## src/rtl/cpu_bus_master_pkg.sv

```systemverilog
// rtl/cpu_bus_master_pkg.sv - shared state codes for the CPU bus master
package cpu_bus_master_pkg;

    localparam int IO_STATE_W = 3;

    typedef enum logic [IO_STATE_W-1:0] {
        io_idle        = 3'd0,
        io_read_begin  = 3'd1,
        io_read_wait   = 3'd2,
        io_write_begin = 3'd3,
        io_write_wait  = 3'd4,
        io_abort       = 3'd5
    } io_state_e;

endpackage

```

## src/rtl/cpu_bus_master_arbiter.sv

```systemverilog
// rtl/cpu_bus_master_arbiter.sv - two-way fetch/data grant, fixed or round-robin
module bus_arbiter2 #(
    parameter int ARB_MODE = 0
) (
    input  logic clk,
    input  logic reset,
    input  logic if_req,
    input  logic d_req,
    input  logic accept,
    output logic gnt_valid,
    output logic gnt_d
);

    // Points at the channel that wins the next conflict; starts on data.
    logic prefer_d_q, prefer_d_d;

    always_comb begin
        gnt_valid = if_req | d_req;
        if (if_req && d_req) begin
            gnt_d = (ARB_MODE == 0) ? 1'b1 : prefer_d_q;
        end else begin
            gnt_d = d_req;
        end
        prefer_d_d = prefer_d_q;
        if (accept && gnt_valid) begin
            prefer_d_d = ~gnt_d;
        end
    end

    always_ff @(posedge clk) begin
        if (reset) begin
            prefer_d_q <= 1'b1;
        end else begin
            prefer_d_q <= prefer_d_d;
        end
    end

endmodule

```

## src/rtl/cpu_bus_master.sv

```systemverilog
// rtl/cpu_bus_master.sv - fetch/data bus master with begin/wait handshake and timeout
module cpu_bus_master
    import cpu_bus_master_pkg::*;
#(
    parameter int ADDR_WIDTH = 32,
    parameter int DATA_WIDTH = 32,
    parameter int TIMEOUT    = 16,
    parameter int ARB_MODE   = 0
) (
    input  logic                    clk,
    input  logic                    reset,
    input  logic                    if_req,
    input  logic [ADDR_WIDTH-1:0]   if_addr,
    output logic                    if_done,
    input  logic                    d_req,
    input  logic                    d_we,
    input  logic [ADDR_WIDTH-1:0]   d_addr,
    input  logic [DATA_WIDTH-1:0]   d_wdata,
    input  logic [DATA_WIDTH/8-1:0] d_be,
    output logic                    d_done,
    output logic [DATA_WIDTH-1:0]   rdata,
    output logic                    err,
    output logic [ADDR_WIDTH-1:0]   bus_addr,
    output logic [DATA_WIDTH-1:0]   bus_wdata,
    output logic [DATA_WIDTH/8-1:0] bus_be,
    output logic                    bus_read,
    output logic                    bus_write,
    input  logic                    bus_ready,
    input  logic [DATA_WIDTH-1:0]   bus_rdata,
    output logic [2:0]              io_state
);

    localparam int BE_W  = DATA_WIDTH / 8;
    localparam int CNT_W = (TIMEOUT > 0) ? $clog2(TIMEOUT + 1) : 1;
    localparam logic [CNT_W-1:0] CNT_LAST = (TIMEOUT > 0) ? CNT_W'(TIMEOUT - 1) : '0;
    localparam logic [CNT_W-1:0] CNT_MAX  = '1;

    io_state_e             state_q, state_d;
    logic [CNT_W-1:0]      cnt_q, cnt_d;
    logic                  gnt_d_q, gnt_d_d;
    logic [ADDR_WIDTH-1:0] addr_q, addr_d;
    logic [DATA_WIDTH-1:0] wdata_q, wdata_d;
    logic [BE_W-1:0]       be_q, be_d;
    logic                  bus_read_q, bus_read_d;
    logic                  bus_write_q, bus_write_d;
    logic [DATA_WIDTH-1:0] rdata_q, rdata_d;
    logic                  err_q, err_d;
    logic                  if_done_q, if_done_d;
    logic                  d_done_q, d_done_d;
    logic                  accept;
    logic                  arb_valid, arb_gnt_d;

    bus_arbiter2 #(
        .ARB_MODE(ARB_MODE)
    ) u_arb (
        .clk      (clk),
        .reset    (reset),
        .if_req   (if_req),
        .d_req    (d_req),
        .accept   (accept),
        .gnt_valid(arb_valid),
        .gnt_d    (arb_gnt_d)
    );

    always_comb begin
        state_d     = state_q;
        cnt_d       = cnt_q;
        gnt_d_d     = gnt_d_q;
        addr_d      = addr_q;
        wdata_d     = wdata_q;
        be_d        = be_q;
        rdata_d     = rdata_q;
        err_d       = err_q;
        bus_read_d  = 1'b0;
        bus_write_d = 1'b0;
        if_done_d   = 1'b0;
        d_done_d    = 1'b0;
        accept      = 1'b0;
        case (state_q)
            io_idle: begin
                // The done cycle still sees the finished op's request; skip it.
                if (arb_valid && !(if_done_q || d_done_q)) begin
                    accept  = 1'b1;
                    gnt_d_d = arb_gnt_d;
                    if (arb_gnt_d) begin
                        addr_d  = d_addr;
                        wdata_d = d_wdata;
                        be_d    = d_be;
                    end else begin
                        addr_d = if_addr;
                    end
                    if (arb_gnt_d && d_we) begin
                        state_d     = io_write_begin;
                        bus_write_d = 1'b1;
                    end else begin
                        state_d    = io_read_begin;
                        bus_read_d = 1'b1;
                    end
                end
            end
            io_read_begin: begin
                cnt_d   = '0;
                state_d = io_read_wait;
            end
            io_write_begin: begin
                cnt_d   = '0;
                state_d = io_write_wait;
            end
            io_read_wait, io_write_wait: begin
                if (bus_ready) begin
                    if (state_q == io_read_wait) begin
                        rdata_d = bus_rdata;
                    end
                    err_d     = 1'b0;
                    if_done_d = ~gnt_d_q;
                    d_done_d  = gnt_d_q;
                    state_d   = io_idle;
                end else if ((TIMEOUT != 0) && (cnt_q == CNT_LAST)) begin
                    state_d = io_abort;
                end else if (cnt_q != CNT_MAX) begin
                    cnt_d = cnt_q + 1'b1;
                end
            end
            io_abort: begin
                rdata_d   = '0;
                err_d     = 1'b1;
                if_done_d = ~gnt_d_q;
                d_done_d  = gnt_d_q;
                state_d   = io_idle;
            end
            default: state_d = io_idle;
        endcase
    end

    always_ff @(posedge clk) begin
        if (reset) begin
            state_q     <= io_idle;
            cnt_q       <= '0;
            gnt_d_q     <= 1'b0;
            addr_q      <= '0;
            wdata_q     <= '0;
            be_q        <= '0;
            bus_read_q  <= 1'b0;
            bus_write_q <= 1'b0;
            rdata_q     <= '0;
            err_q       <= 1'b0;
            if_done_q   <= 1'b0;
            d_done_q    <= 1'b0;
        end else begin
            state_q     <= state_d;
            cnt_q       <= cnt_d;
            gnt_d_q     <= gnt_d_d;
            addr_q      <= addr_d;
            wdata_q     <= wdata_d;
            be_q        <= be_d;
            bus_read_q  <= bus_read_d;
            bus_write_q <= bus_write_d;
            rdata_q     <= rdata_d;
            err_q       <= err_d;
            if_done_q   <= if_done_d;
            d_done_q    <= d_done_d;
        end
    end

    assign io_state  = state_q;
    assign if_done   = if_done_q;
    assign d_done    = d_done_q;
    assign rdata     = rdata_q;
    assign err       = err_q;
    assign bus_addr  = addr_q;
    assign bus_wdata = wdata_q;
    assign bus_be    = be_q;
    assign bus_read  = bus_read_q;
    assign bus_write = bus_write_q;

endmodule

```

## config.mk

```make
export PLATFORM = sky130hd
export DESIGN_NAME = cpu_bus_master
export DESIGN_NICKNAME = d
export VERILOG_FILES = /design/src/rtl/cpu_bus_master_pkg.sv /design/src/rtl/cpu_bus_master_arbiter.sv /design/src/rtl/cpu_bus_master.sv
export SDC_FILE = /design/constraint.sdc
export NUM_CORES = 1
export LEC_CHECK = 0
export ABC_AREA = 1
export BUFFER_PORTS_ARGS = -buffer_cell sky130_fd_sc_hd__buf_2
export CAP_MARGIN = 5
export CORE_ASPECT_RATIO = 1.1
export CORE_MARGIN = 2
export CORE_UTILIZATION = 44
export CTS_CLUSTER_SIZE = 25
export DETAILED_ROUTE_END_ITERATION = 8
export PLACE_DENSITY = 0.79
export REMOVE_ABC_BUFFERS = 1
export SETUP_SLACK_MARGIN = 0.02
export SLEW_MARGIN = 0
export SYNTH_ARGS = -nofsm -noshare
export SYNTH_HDL_FRONTEND = slang
export SYNTH_SLANG_ARGS = --single-unit
export TNS_END_PERCENT = 100
```

## constraint.sdc

```tcl
create_clock -name clk -period 1.79 [get_ports clk]
set_input_delay 0.358 -clock clk [delete_from_list [all_inputs] [get_ports clk]]
set_output_delay 0.358 -clock clk [all_outputs]
set_load 0.02 [all_outputs]
```

; After elaboration in Yosys (flattened, before gate mapping)
; Index checks and enable logic that the tools add are counted.
[word_totals]
input_bits = 138
mem_bits_ro = 0
regBits = 114
ramBits = 0
latchBits = 0
word_cells = 70
out_inout_bits = 108
memories = 0
[op_classes]
n_mul = 0
muxes = 22
add_sub_neg = 1
n_eq_ne = 14
shifts = 0
n_lt_le_gt_ge = 0
n_bitwise = 4
div = 0
n_reduce_logical = 17
[op_table]
columns = op, n
row1 = 32-bit 2-to-1 mux, 3
row2 = 32-bit case mux with 2 select lines, 1
row3 = 5-bit 2-to-1 mux, 3
row4 = "2-bit != test, second input constant", 6
row5 = 3-bit case mux with 4 select lines, 1
row6 = 5-bit case mux with 2 select lines, 1
row7 = 3-bit 2-to-1 mux, 3
row8 = "3-bit by 2-bit == test with 1-bit output, second input constant", 2
row9 = "3-bit == test, second input constant", 2
row10 = 1-bit 2-to-1 mux, 6
row11 = 1-bit case mux with 2 select lines, 3
row12 = 2-bit AND reduction, 3
row13 = 3-bit AND reduction, 2
row14 = "5-bit by 1-bit adder with 5-bit output, second input constant", 1
row15 = "5-bit by 4-bit == test with 1-bit output, second input constant", 1
row16 = "5-bit != test, second input constant", 1
row17 = 4-bit AND reduction, 1
row18 = 2-bit nonzero test, 2
row19 = 2-bit OR reduction, 2
row20 = "3-bit by 1-bit == test with 1-bit output, second input constant", 1
row21 = 1-bit logical AND, 3
row22 = 3-bit logical NOT, 1
row23 = "3-bit != test, second input constant", 1
row24 = 1-bit NOT, 3
row25 = other kinds (5), 5

; Depth between registers and ports, before layout
; Gate-level depths: netlist of the first run.
[logic_depth]
ltp_word = 6
ltp_mapped = 10
depth_no_buf = 10

; By module
; A second synthesis of the first run with hierarchy kept.
[hier_totals]
hier_cells = 574
area_unflattened_um2 = 4359.2
[modules_own_cells]
columns = mod, n_inst, area_per_inst_um2, seq_area_each_um2, cells_per_inst
row1 = cpu_bus_master, 1, 4344.2, 2282.2, 570
row2 = bus_arbiter2, 1, 15.0, 0.0, 4

; Worst setup path before layout of the first run
; No wires, ideal clock.
[synth_timing]
kind = reg2reg
start = reg cnt_q[0]
end = reg cnt_q[1]
required_ns = 1.677
period_less_slack_ns = 1.509
path_slack_ns = 0.281
t_arrival_ns = 1.395
path_stages_with_launch = 11
setup_time_ns = 0.113
path_buffers = 0
cell_sequence = dfxtp_1 ha_1 nand2_1 nor2_1 ha_1 nor2_1 nand4_1 nand2_1 nand2_1 nand2_1 nor2_1
[synth_via]
elab_chain_cells = 5
word_cells_on_any_way = 10
[synth_lines]
columns = item, line
row1 = "start, declared", cpu_bus_master.sv:39  ; logic [CNT_W-1:0] cnt_q, cnt_d;
row2 = "start signal, assigned", cpu_bus_master.sv:151  ; cnt_q <= cnt_d;
row3 = 5-bit by 1-bit adder with 5-bit output, cpu_bus_master.sv:121  ; cnt_d = cnt_q + 1'b1;
row4 = 5-bit 2-to-1 mux, cpu_bus_master.sv:120  ; end else if (cnt_q != CNT_MAX) begin
row5 = 5-bit 2-to-1 mux, cpu_bus_master.sv:118  ; end else if ((TIMEOUT != 0) && (cnt_q == CNT_LAST)) begin
row6 = 5-bit 2-to-1 mux, cpu_bus_master.sv:110  ; if (bus_ready) begin
row7 = 5-bit case mux with 2 select lines, cpu_bus_master.sv:79  ; case (state_q)
; Several ways; a longest one is shown, not always the timed one. The select of a mux whose other input is x is not followed.
; A chain may end at the register's enable or synchronous reset.

; Worst setup path in the final report of the first run
[layout_timing]
start = reg cnt_q[1]
end = reg cnt_q[2]
; Same word-level chain as after synthesis.

==> results of run 1 <==
==> path summary, 6_finish.rpt <==
check        cells past startpoint         start  endpoint  slack [ns]
max reg2reg                      9      cnt_q[1]  cnt_q[2]        0.17
max                              9      cnt_q[1]  cnt_q[2]        0.17
min                              3  bus_rdata[3]  rdata[3]        0.11
min reg2reg                      1       gnt_d_q   if_done        0.42
==> worst min-delay path, stage by stage <==
cell and delay (ns):
buf_2 0.07, o21ai_0 0.07, nor2_1 0.07
==> layout by cell type (no fill, tap or decap) <==
cell	netlist	layout
clkbuf_16	0	16
dfxtp_1	114	113
nor2_1	149	148
clkbuf_8	0	4
buf_2	4	245
ha_1	3	3
a21oi_1	7	7
nor3_1	3	3
a31oi_2	0	1
nor2_4	2	2
dfxtp_2	0	1
o211a_1	32	32
xnor2_1	1	1
o21ai_0	69	69
nor2_2	1	2
bufinv_16	0	4
clkbuf_1	23	1
nand2_2	1	2
o22ai_1	1	1
nand3_1	43	43
buf_4	6	8
nand4_1	2	2
o21ai_2	1	1
nand2_1	92	91
clkinvlp_4	0	1
diode_2	0	1
clkinv_2	0	4
buf_12	0	5
clkinv_4	1	2
inv_2	2	2
inv_1	10	10
==> registers in the layout, summed over array words and instances, names as in the netlist, 3 cells and up <==
signal and count:
rdata 32, bus_wdata 32, cnt_q 5, bus_be 4
io_state 3, bus_addr 32
==> area by class of cell <==
class                      instances  area share
sequential                       114       0.354
multi-input combinational        408       0.304
timing repair buffer             258       0.215
tap                              120      0.0233
inverter                          13     0.00834
clock buffer                      21      0.0712
clock inverter                    10      0.0242
antenna                            1    0.000388
==> metrics by stage <==
step / setup TNS [ns] / setup WS, ns
global placement: 0 / 0.274
floorplan: -46.73 / -0.914
global route: 0 / 0.0165
detailed placement: 0 / 0.196
finish: 0 / 0.165
CTS: 0 / 0.162
==> kinds of logic (layout without fill, tap and decap cells) <==
| family | Yosys count | count (layout) | synth area share |
|---|---|---|---|
| AND/OR/NAND/NOR | 293 | 293 | 0.264 |
| XOR/XNOR | 1 | 1 | 0.00195 |
| AO/OA/AOI/OAI | 111 | 111 | 0.161 |
| other | 0 | 1 | 0 |
| flip-flops | 114 | 114 | 0.509 |
| buffers and inverters | 51 | 302 | 0.0556 |
| adder cells (fa/ha/maj) | 3 | 3 | 0.00838 |
==> what timing repair did <==
action | in CTS | in global routing
gates resized for setup | 0 | 3
hold endpoints to repair | 0 | 0
setup endpoints to repair | 0 | 5
==> where the power goes <==
| group | internal (mW) | switching, mW |
|---|---|---|
| Sequential | 3.55 | 0.534 |
| Clock | 2.35 | 1.11 |
| Combinational | 1.79 | 3.26 |
| Total | 7.70 | 4.90 |
==> layer usage <==
metal  wire length, µm  track usage  up-vias
li1                  -            -     2368
met4               104       0.0705        0
met1              5030        0.248     2099
met2              6400        0.389      214
met5                 0            0        -
met3              1170       0.0801        9
==> impl_metrics.yaml, run 1 <==
clocking:
  root_buffer: "clkbuf_8"
  htreeDepth: 4
  postCtsSetupRepairBufs: 0
  clk_latency_ns: 0.49
  cts_sinks: 114
  postCtsHoldBufs: 0
  cts_tree: "yes"
  cts_buffers: 17
  clockBufferDepth: 2
  clk_pin_slew_ns: 0.05
cells_and_area:
  seq_area_um2: 2280
  layout-drive-gt1-share: 0.364
  area_delta_synth_final_pct: 44.0
  fin_area_um2: 6450
  multi_input_comb_area_um2: 1960
  nets: 953
  utilization: 0.653
  final_cells: 945
  fill_cells: 817
sta:
  fmax_mhz: 615
  rsz0062_at_grt: "no"
  final_max_slew_viol_count: 0
  fin_crit_sh: 0.908
  hold_viol: 0
  fin_skew_ns: 0.00739
  setup_viol_count_final: 0
  hold_ws_ns: 0.115
  worst_slew_pin_slew_ns: 0.329
  relSlewSlack: 0.780
  min_period_ns: 1.62
yosys:
  synth.distinct_cells: 25
  yosys.area.top_type: "dfxtp_1"
  yosysWarningCount: 0
  ys_top_cells_by_area: "dfxtp_1, nor2_1, nand2_1"
  seq_area_frac_synth: 0.509
  synth_seq_cells: 114
  yosysTopAreaCellShare: 0.509
  synth_ff_type: "dfxtp_1"
  async_flop_share: 0
  synth.avg_cell_area_um2: 7.82
  synth_cells: 573
  synth_edf_count: 0
  synth_common_cells: "nor2_1, dfxtp_1, nand2_1, o21ai_0, nand3_1"
  post_synth_instance_area_um2: 4480
  synth_most_common_cell: "nor2_1"
drt:
  drc_errors: 0
  finalWirelength_um: 12700
  drt-vias-per-instance: 4.96
  drtIter0Drc: 321
  drtPass1Iterations: 5
  vias: 4690
  wire_per_inst_um: 13.4
  ant_nets: 0
floorplanning:
  row_count: 38
  die_area_um2: 11000
  initial_core_util: 0.453
  coreArea_um2: 9890
  design.portCount: 246
  fp.dieH_um: 110
  fp.dieW_um: 100
hold_path:
  hold_path_class: "input port to register"
place:
  gp_congestion: 0.846
  port_buffers: 245
  detailed_place.area_um2: 5830
  dpl.hpwl_um: 9170
  dpl.cell_count: 913
global_routing:
  grt_pass1_vias: 4292
  grt_usage: 0.220
  grt_pass1_wl_um: 19300
  antenna_found_initial: 1
  grt_max_degree: 67
  gr-total-overflow: 0
critical_path:
  startpoint_type: "register"
  path_buf_inv: 1
  critPathTopFamily: "simple AND/OR/NAND/NOR gates"
  crit_required_ns: 2.21
  critical_path.cell_chain: "ha_1 -> nand2_1 -> nor2_2 -> ha_1 -> nor2_1 -> nand4_1 -> buf_4 -> nand3_1 -> a21oi_1"
  max_stage_delay_ns: 0.38
  path_max_fanout: 4
  crit_top_cell: "ha_1"
  worstSetupPathType: "register to register"
  end_kind: "register"
  arrival_ns: 2.04
  crit_slowest_cell: "dfxtp_1"
power:
  p_per_area_nw_per_um2: 1950
  p_leak_nw: 3.43
  design_power_total_mw: 12.6
  vdd.ir_drop.worst_mv: 0.859
outcome:
  outcome: "finished clean"
job:
  max_cap_violations: 0
Power figures use the tool's default switching activity.
==> run 2, diff against run 1 <==
--- a/config.mk
+++ b/config.mk
@@ -6,7 +6,7 @@
 export NUM_CORES = 1
 export LEC_CHECK = 0
 export ABC_AREA = 1
-export BUFFER_PORTS_ARGS = -buffer_cell sky130_fd_sc_hd__buf_2
+export BUFFER_PORTS_ARGS = -buffer_cell sky130_fd_sc_hd__clkbuf_2
 export CAP_MARGIN = 5
 export CORE_ASPECT_RATIO = 1.1
 export CORE_MARGIN = 2
==> impl_metrics.yaml, run 2 (same netlist as run 1, synthesis figures left out) <==
outcome:
  outcome: "finished clean"
clocking:
  clk_pin_slew_ns: 0.05
  cts_tree: "yes"
  htreeDepth: 4
  cts-resized-gates: 0
  clk_latency_ns: 0.50
  clockBufferDepth: 2
  cts_buffers: 17
  root_buffer: "clkbuf_8"
  postCtsHoldBufs: 0
  cts_sinks: 114
  postCtsSetupRepairBufs: 0
place:
  dpl.hpwl_um: 9180
  gp_congestion: 0.799
  dpl.cell_count: 913
  port_buffers: 245
  detailed_place.area_um2: 5830
critical_path:
  crit_slowest_cell: "dfxtp_1"
  arrival_ns: 2.04
  path_buf_inv: 0
  crit_required_ns: 2.21
  path_max_fanout: 6
  critical_path.cell_chain: "ha_1 -> nand2_1 -> nor2_2 -> ha_1 -> nor2_1 -> nand4_1 -> nand2_1 -> nand2_1 -> a21oi_1"
  reg2reg_from: "cnt_q[0]"
  startpoint_type: "register"
  max_stage_delay_ns: 0.35
  crit_top_cell: "nand2_1"
  end_kind: "register"
  worstSetupStartpoint: "cnt_q[0]"
  critPathTopFamily: "simple AND/OR/NAND/NOR gates"
  worstSetupPathType: "register to register"
power:
  vdd.ir_drop.worst_mv: 0.960
  design_power_total_mw: 12.5
  p_per_area_nw_per_um2: 1940
  p_leak_nw: 3.38
global_routing:
  grt_pass1_vias: 4284
  gr-total-overflow: 0
  grt_pass1_wl_um: 19300
  grt_max_degree: 67
  antenna_found_initial: 0
  grt_usage: 0.218
floorplanning:
  row_count: 38
  fp.dieW_um: 100
  initial_core_util: 0.453
  die_area_um2: 11000
  design.portCount: 246
  fp.dieH_um: 110
  coreArea_um2: 9890
sta:
  final_max_slew_viol_count: 0
  hold_viol: 0
  fin_skew_ns: 0.0103
  worst_slew_pin_slew_ns: 0.367
  relSlewSlack: 0.755
  setup_viol_count_final: 0
  fmax_mhz: 618
  fin_crit_sh: 0.904
  min_period_ns: 1.62
  rsz0062_at_grt: "no"
drt:
  drc_errors: 0
  drt-vias-per-instance: 4.98
  finalWirelength_um: 12300
  ant_nets: 0
  drtIter0Drc: 192
  wire_per_inst_um: 13.1
  vias: 4698
  drtPass1Iterations: 5
cells_and_area:
  area_delta_synth_final_pct: 43.6
  final_common_cell: "clkbuf_2"
  layout-drive-gt1-share: 0.362
  nets: 953
  final_cells: 944
  fill_cells: 858
  mostFrequentLayoutCells: "clkbuf_2, nor2_1, dfxtp_1"
  fin_area_um2: 6430
  utilization: 0.651
  antennaDiodeCount: 0
hold_path:
  hold_start: "bus_rdata[3]"
  hold_path_class: "input port to register"
job:
  max_cap_violations: 0
run 2: cell types whose count changed in the layout (fill, tap and decap cells not counted), sizes merged:
cell	before	now
clkinvlp	1	2
diode	1	0
buf	258	13
bufinv	4	3
clkbuf	21	267
clkinv	6	5
run 2: layout make-up:
class / instances / area [µm²] / share of cell area
multi-input cells: 408 / 1960 / 0.305
repair buffers: 258 / 1390 / 0.215
clock buffers: 22 / 473 / 0.0735
inverters: 13 / 53.8 / 0.00836
flip-flops and latches: 114 / 2280 / 0.355
well taps: 120 / 150 / 0.0233
clock inverters: 9 / 129 / 0.0200
run 2: through the flow:
| stage | worst slack [ns] | hold WS [ns] | TNS (ns) |
|---|---|---|---|
| final | 0.172 | 0.109 | 0 |
| after global routing | 0.0205 | 0.103 | 0 |
| after CTS | 0.148 | 0.0883 | 0 |
| after detailed placement | 0.160 | 0.430 | 0 |
| after global placement | 0.268 | 0.407 | 0 |
| after floorplan | -0.914 | 0.398 | -46.73 |
run 2: metal layers:
layer	vias to the layer above	routed length, µm	track usage
met5	-	0	0
met4	0	118	0.0656
met3	12	1160	0.0820
met2	208	6180	0.380
met1	2114	4860	0.250
li1	2364	-	-
run 2: worst paths after layout:
path / to / slack (ns) / cells after the start
setup / recovery: cnt_q[0] / 0.17 / 9
hold / removal: rdata[3] / 0.11 / 3
setup reg to reg: cnt_q[0] / 0.17 / 9
hold reg to reg: if_done / 0.44 / 1
run 2: worst min-delay path, stage by stage:
cell	delay (ns)
clkbuf_2	0.07
o21ai_0	0.07
nor2_1	0.07
run 2: power by group:
part	internal, mW	total (mW)	switching [mW]	leakage (nW)
Sequential	3.55	4.12	0.569	0.937
Clock	2.25	3.35	1.10	0.293
Combinational	1.77	5.01	3.24	2.15
Total	7.57	12.5	4.91	3.38
